===== config.mk =====
export PLATFORM = sky130hd
export DESIGN_NAME = pulse_sched
export DESIGN_NICKNAME = d
export VERILOG_FILES = /design/src/rtl/pulse_sched.sv
export SDC_FILE = /design/constraint.sdc
export NUM_CORES = 1
export LEC_CHECK = 0
export ABC_AREA = 1
export CORE_MARGIN = 4
export CORE_UTILIZATION = 50
export DETAILED_ROUTE_END_ITERATION = 8
export DONT_BUFFER_PORTS = 1
export GPL_ROUTABILITY_DRIVEN = 1
export PLACE_DENSITY = 0.66
export SYNTH_ARGS = -nofsm -noshare
export SYNTH_HDL_FRONTEND = slang
export SYNTH_SLANG_ARGS = --single-unit

===== constraint.sdc =====
create_clock -name clk -period 1.6 [get_ports clk]
set_clock_uncertainty 0.15 [all_clocks]
set_input_delay 0.16 -clock clk [delete_from_list [all_inputs] [get_ports clk]]
set_output_delay 0.16 -clock clk [all_outputs]
set_load 0.02 [all_outputs]

===== src/rtl/pulse_sched.sv =====
// pulse_sched: round-robin scheduler sharing one stretched pulse line among CH requesters.
// Trigger pulses are latched as pending. One channel at a time gets a WIDTH-cycle
// pulse tagged with its index, followed by a GAP-cycle low guard interval.
//
// Ports:
//   clk     system clock, rising edge
//   nrst    asynchronous active-low reset
//   en      arbitration enable; low only blocks new grants
//   req     per-channel single-cycle trigger
//   pend    registered pending flags
//   drop    1-cycle flag: request merged into an already-pending one
//   grant   one-hot, high in the first cycle of each output pulse
//   out     stretched output pulse
//   out_id  index of the current or last granted channel
//   busy    high while a pulse or guard interval is in progress
//
// state   | meaning
// S_IDLE  | waiting for an enabled pending request; arbitrates every cycle
// S_PULSE | out high, counting down WIDTH cycles
// S_GUARD | out low, counting down GAP cycles before re-arbitration
module pulse_sched #(
    parameter int CH    = 4,
    parameter int WIDTH = 8,
    parameter int GAP   = 1,
    localparam int CH_W = (CH > 1) ? $clog2(CH) : 1
) (
    input  logic            clk,
    input  logic            nrst,
    input  logic            en,
    input  logic [CH-1:0]   req,
    output logic [CH-1:0]   pend,
    output logic [CH-1:0]   drop,
    output logic [CH-1:0]   grant,
    output logic            out,
    output logic [CH_W-1:0] out_id,
    output logic            busy
);

    localparam int MAXV  = (WIDTH > GAP) ? WIDTH : GAP;
    localparam int CNT_W = $clog2(MAXV + 1);

    typedef enum logic [1:0] {S_IDLE, S_PULSE, S_GUARD} state_t;

    state_t          state_q;
    logic [CH-1:0]   pend_q, pend_d;
    logic [CH-1:0]   drop_q, drop_d;
    logic [CH-1:0]   grant_q;
    logic            out_q;
    logic [CH_W-1:0] out_id_q;
    logic [CH_W-1:0] ptr_q;
    logic [CNT_W-1:0] cnt_q;

    logic            pick_found;
    logic [CH_W-1:0] pick_idx;
    logic [CH_W:0]   idx_w;
    logic            grant_now;
    logic [CH-1:0]   clr;

    // Search upward from ptr+1, wrapping at CH; the extra index bit holds the sum
    // before the wrap so non-power-of-two CH works too.
    always_comb begin
        pick_found = 1'b0;
        pick_idx   = '0;
        idx_w      = '0;
        for (int k = 1; k <= CH; k++) begin
            idx_w = {1'b0, ptr_q} + (CH_W+1)'(k);
            if (idx_w >= (CH_W+1)'(CH)) begin
                idx_w = idx_w - (CH_W+1)'(CH);
            end
            if (!pick_found && pend_q[idx_w[CH_W-1:0]]) begin
                pick_found = 1'b1;
                pick_idx   = idx_w[CH_W-1:0];
            end
        end
    end

    assign grant_now = (state_q == S_IDLE) && en && pick_found;
    assign clr       = grant_now ? (CH'(1) << pick_idx) : '0;

    // A request landing in its own grant cycle re-arms pend instead of merging.
    assign pend_d = req | (pend_q & ~clr);
    assign drop_d = req & pend_q & ~clr;

    always_ff @(posedge clk or negedge nrst) begin
        if (!nrst) begin
            state_q  <= S_IDLE;
            pend_q   <= '0;
            drop_q   <= '0;
            grant_q  <= '0;
            out_q    <= 1'b0;
            out_id_q <= '0;
            ptr_q    <= CH_W'(CH - 1);
            cnt_q    <= '0;
        end else begin
            pend_q  <= pend_d;
            drop_q  <= drop_d;
            grant_q <= '0;
            case (state_q)
                S_IDLE: begin
                    out_q <= 1'b0;
                    if (grant_now) begin
                        grant_q  <= clr;
                        out_id_q <= pick_idx;
                        ptr_q    <= pick_idx;
                        out_q    <= 1'b1;
                        cnt_q    <= CNT_W'(WIDTH - 1);
                        state_q  <= S_PULSE;
                    end
                end
                S_PULSE: begin
                    if (cnt_q == '0) begin
                        out_q <= 1'b0;
                        if (GAP > 0) begin
                            cnt_q   <= CNT_W'(GAP - 1);
                            state_q <= S_GUARD;
                        end else begin
                            state_q <= S_IDLE;
                        end
                    end else begin
                        cnt_q <= cnt_q - CNT_W'(1);
                    end
                end
                S_GUARD: begin
                    out_q <= 1'b0;
                    if (cnt_q == '0) begin
                        state_q <= S_IDLE;
                    end else begin
                        cnt_q <= cnt_q - CNT_W'(1);
                    end
                end
                default: begin
                    out_q   <= 1'b0;
                    state_q <= S_IDLE;
                end
            endcase
        end
    end

    assign pend   = pend_q;
    assign drop   = drop_q;
    assign grant  = grant_q;
    assign out    = out_q;
    assign out_id = out_id_q;
    assign busy   = (state_q != S_IDLE);

endmodule


==> impl_metrics.yaml <==
status:
  outcome: "finished with violations"
  violations: "negative setup slack"
yosys:
  ys_warn_count: 0
  seq_area_frac_synth_pct: 41.9
  synth_fp_nets: 192
  ys_ff_latch: 23
  yosysUniqueCellTypes: 24
  synth_cells: 178
  netlist_area_um2: 1380
  syn_area_per_cell_um2: 7.75
layout:
  diodes: 0
  finish.utilization_pct: 68.3
  area_growth_syn_to_layout_pct: 26.0
  multi_input_area_um2: 773
  nNetsFinal: 218
  seq_area_um2: 578
  nFillCells: 211
  drive_gt1_share_pct: 36.9
timing:
  fin_crit_ps: 1930
  fmax_mhz: 519
  slew_violations: 0
  rsz0062_at_grt: "true"
  final.period_utilization_pct: 121
  setup_viol: 23
  tightest_slew_ps: 994
  relSlewSlack_pct: 33.5
  setup_slack_ps: -329
  hold_viol_final: 0
worst_setup_path:
  reg2reg_from: "ptr_q[1]"
  timing.rr.end: "pend[2]"
  worst-setup-path-type: "flop to flop"
  cp.required_ps: 1650
  crit_buf_inv: 1
  r2r_slack_ps: -330
  rr_worst_depth: 11
  start_kind: "flop"
  worst-path-max-fanout: 6
  crit_path_end_kind: "flop"
  cpMostUsedCell: "nand2_2"
  path_depth: 11
  crit_end: "pend[2]"
  cpLargestDelayFamily: "simple AND/OR/NAND/NOR gates"
  critPathMaxStageDelay_ps: 610
  crit_path_top_delay_cell: "dfstp_2"
  arrival_ps: 1980
  cp-startpoint: "ptr_q[1]"
  cp_cell_sequence: "inv_2 -> nand2_1 -> nand2_2 -> nand2_2 -> nand2_2 -> nor2_4 -> nand3_2 -> nand2_2 -> nand2_4 -> o21ai_1 -> nand2_1"
route:
  routed_wl_mm: 2.76
  wl_per_cell_um: 11.9
  met1_length_mm: 1.23
  vias_per_cell: 4.93
  drcViolationCount: 0
  met2_length_mm: 1.33
  wl_met3_um: 200
  postRouteAntennaNets: 0
  drt_first_iter_violations: 15
  drt_pre_antenna_iters: 4
  vias: 1149
  top_layer_used: "met4"
global_route:
  grt_pass1_vias: 1138
  grt_use_total_pct: 17.3
  grt_pass1_wl_mm: 4.79
  grt_max_degree: 24
  antenna_found_initial: 0
  grt_overflow_total: 0
clock_network:
  cts_tree: "built"
  htree_num_levels: 1
  path_clk_slew_ps: 110
  cts_sinks: 23
  cts.root.buffer_cell: "clkbuf_4"
  clock_path_buffers: 2
  insertion_delay_ps: 310
  cts_buffers: 3
hold_path:
  hold_class: "primary input to flop"
  hold_depth: 5
  hold_path.startpoint: "en"
placement:
  gp_congestion: 0.859
  dp_hpwl_mm: 2.04
  place.port_buffers: 0
  dp_slack_ps: -309
floorplan:
  pin_count: 23
  fp.dieW_um: 60.5
  rows: 18
  die-area_um2: 3660
  die_h_um: 60.5
  coreArea_um2: 2540
  start_util_pct: 54.2
run:
  cap_violations: 0
[sequential cells by signal (all words and copies together) (netlist names)]
register,cells
ptr_q,2
cnt_q,4
grant,4
out_id,2
pend,4
out,1
drop,4
state_q,2
[synth_stat cells, drive strengths merged]
master | instances | share of area (%)
o21bai | 1 | 0.54
nor2 | 8 | 2.9
nor3 | 1 | 0.36
xor2 | 1 | 0.64
nand3 | 10 | 4.7
nand2 | 74 | 24
dfstp | 2 | 3.8
buf | 1 | 0.82
ha | 7 | 6.4
a21oi | 4 | 1.5
a21boi | 1 | 0.54
xnor2 | 1 | 0.64
nand4 | 2 | 0.91
o21ai | 9 | 4.4
dfrtp | 21 | 38
inv | 35 | 9.7
[stage by stage]
| step | setup TNS (ps) | cell area (um^2) | cells | hold WS (ps) |
|---|---|---|---|---|
| after floorplan | -2830 | 1410 | 178 | -286 |
| after global placement | -4640 | 1540 | 221 | -285 |
| after detailed placement | -5960 | 1540 | 221 | -285 |
| after CTS | -6100 | 1730 | 233 | 133 |
| after global routing | -9430 | 1740 | 233 | 139 |
| final | -6540 | 1740 | 233 | 125 |
[cell usage in the layout (no fill, tap or decap), types with 3 or more instances in the layout]
cell           count
clkbuf_4           3
a21oi_1            3
o21ai_2            5
nand2_4            5
nand2_1           45
inv_1             28
inv_2              5
dfrtp_1           21
nor2_2             4
ha_1               7
nand3_2            3
buf_4             16
nand3_1            5
nand2_2           22
dlygate4sd3_1      5
[worst min path at each step]
stage	to
after floorplan	cnt_q[0]
after global placement	cnt_q[0]
after detailed placement	cnt_q[1]
after CTS	out
after global routing	ptr_q[0]
final	ptr_q[0]
[tightest hold or removal path, cell delays in order]
cell     delay, ps
nand2_1         40
inv_1           90
nand2_4        110
inv_6          120
o21ai_2         60
[routing by layer]
metal	global-route usage, %	vias up
met3	5.53	2
met4	2.79	0
li1	-	587
met5	0	-
met2	30.1	27
met1	21.6	533
[what timing repair did]
action	CTS	global route
gates cloned	0	0
endpoints found under the setup margin	23	24
hold buffers	5	0
pin swaps	13	0
gates resized for setup	24	5
setup buffers	3	0
hold endpoints to repair	31	0
[layout make-up]
type                       instances  share of cell area (%)
sequential                        23                    33.3
inverter                          35                    8.14
timing repair buffer              22                    10.4
multi-input combinational        119                    44.5
tap                               30                    2.16
clock buffer                       4                    1.51
[cells by family (layout without fill, tap and decap cells)]
kind of cell             count (synthesis)  after routing  share of synthesized area [%]
AND/OR/NAND/NOR                         95             95                           33.0
AO/OA/AOI/OAI                           15             15                           6.90
XOR/XNOR                                 2              2                           1.27
buffers and inverters                   36             61                           10.5
adder cells (fa/ha/maj)                  7              7                           6.35
flip-flops                              23             23                           41.9
Power is not shown: default switching activity piles up to over one toggle a cycle in this logic, so the estimate is an artifact.
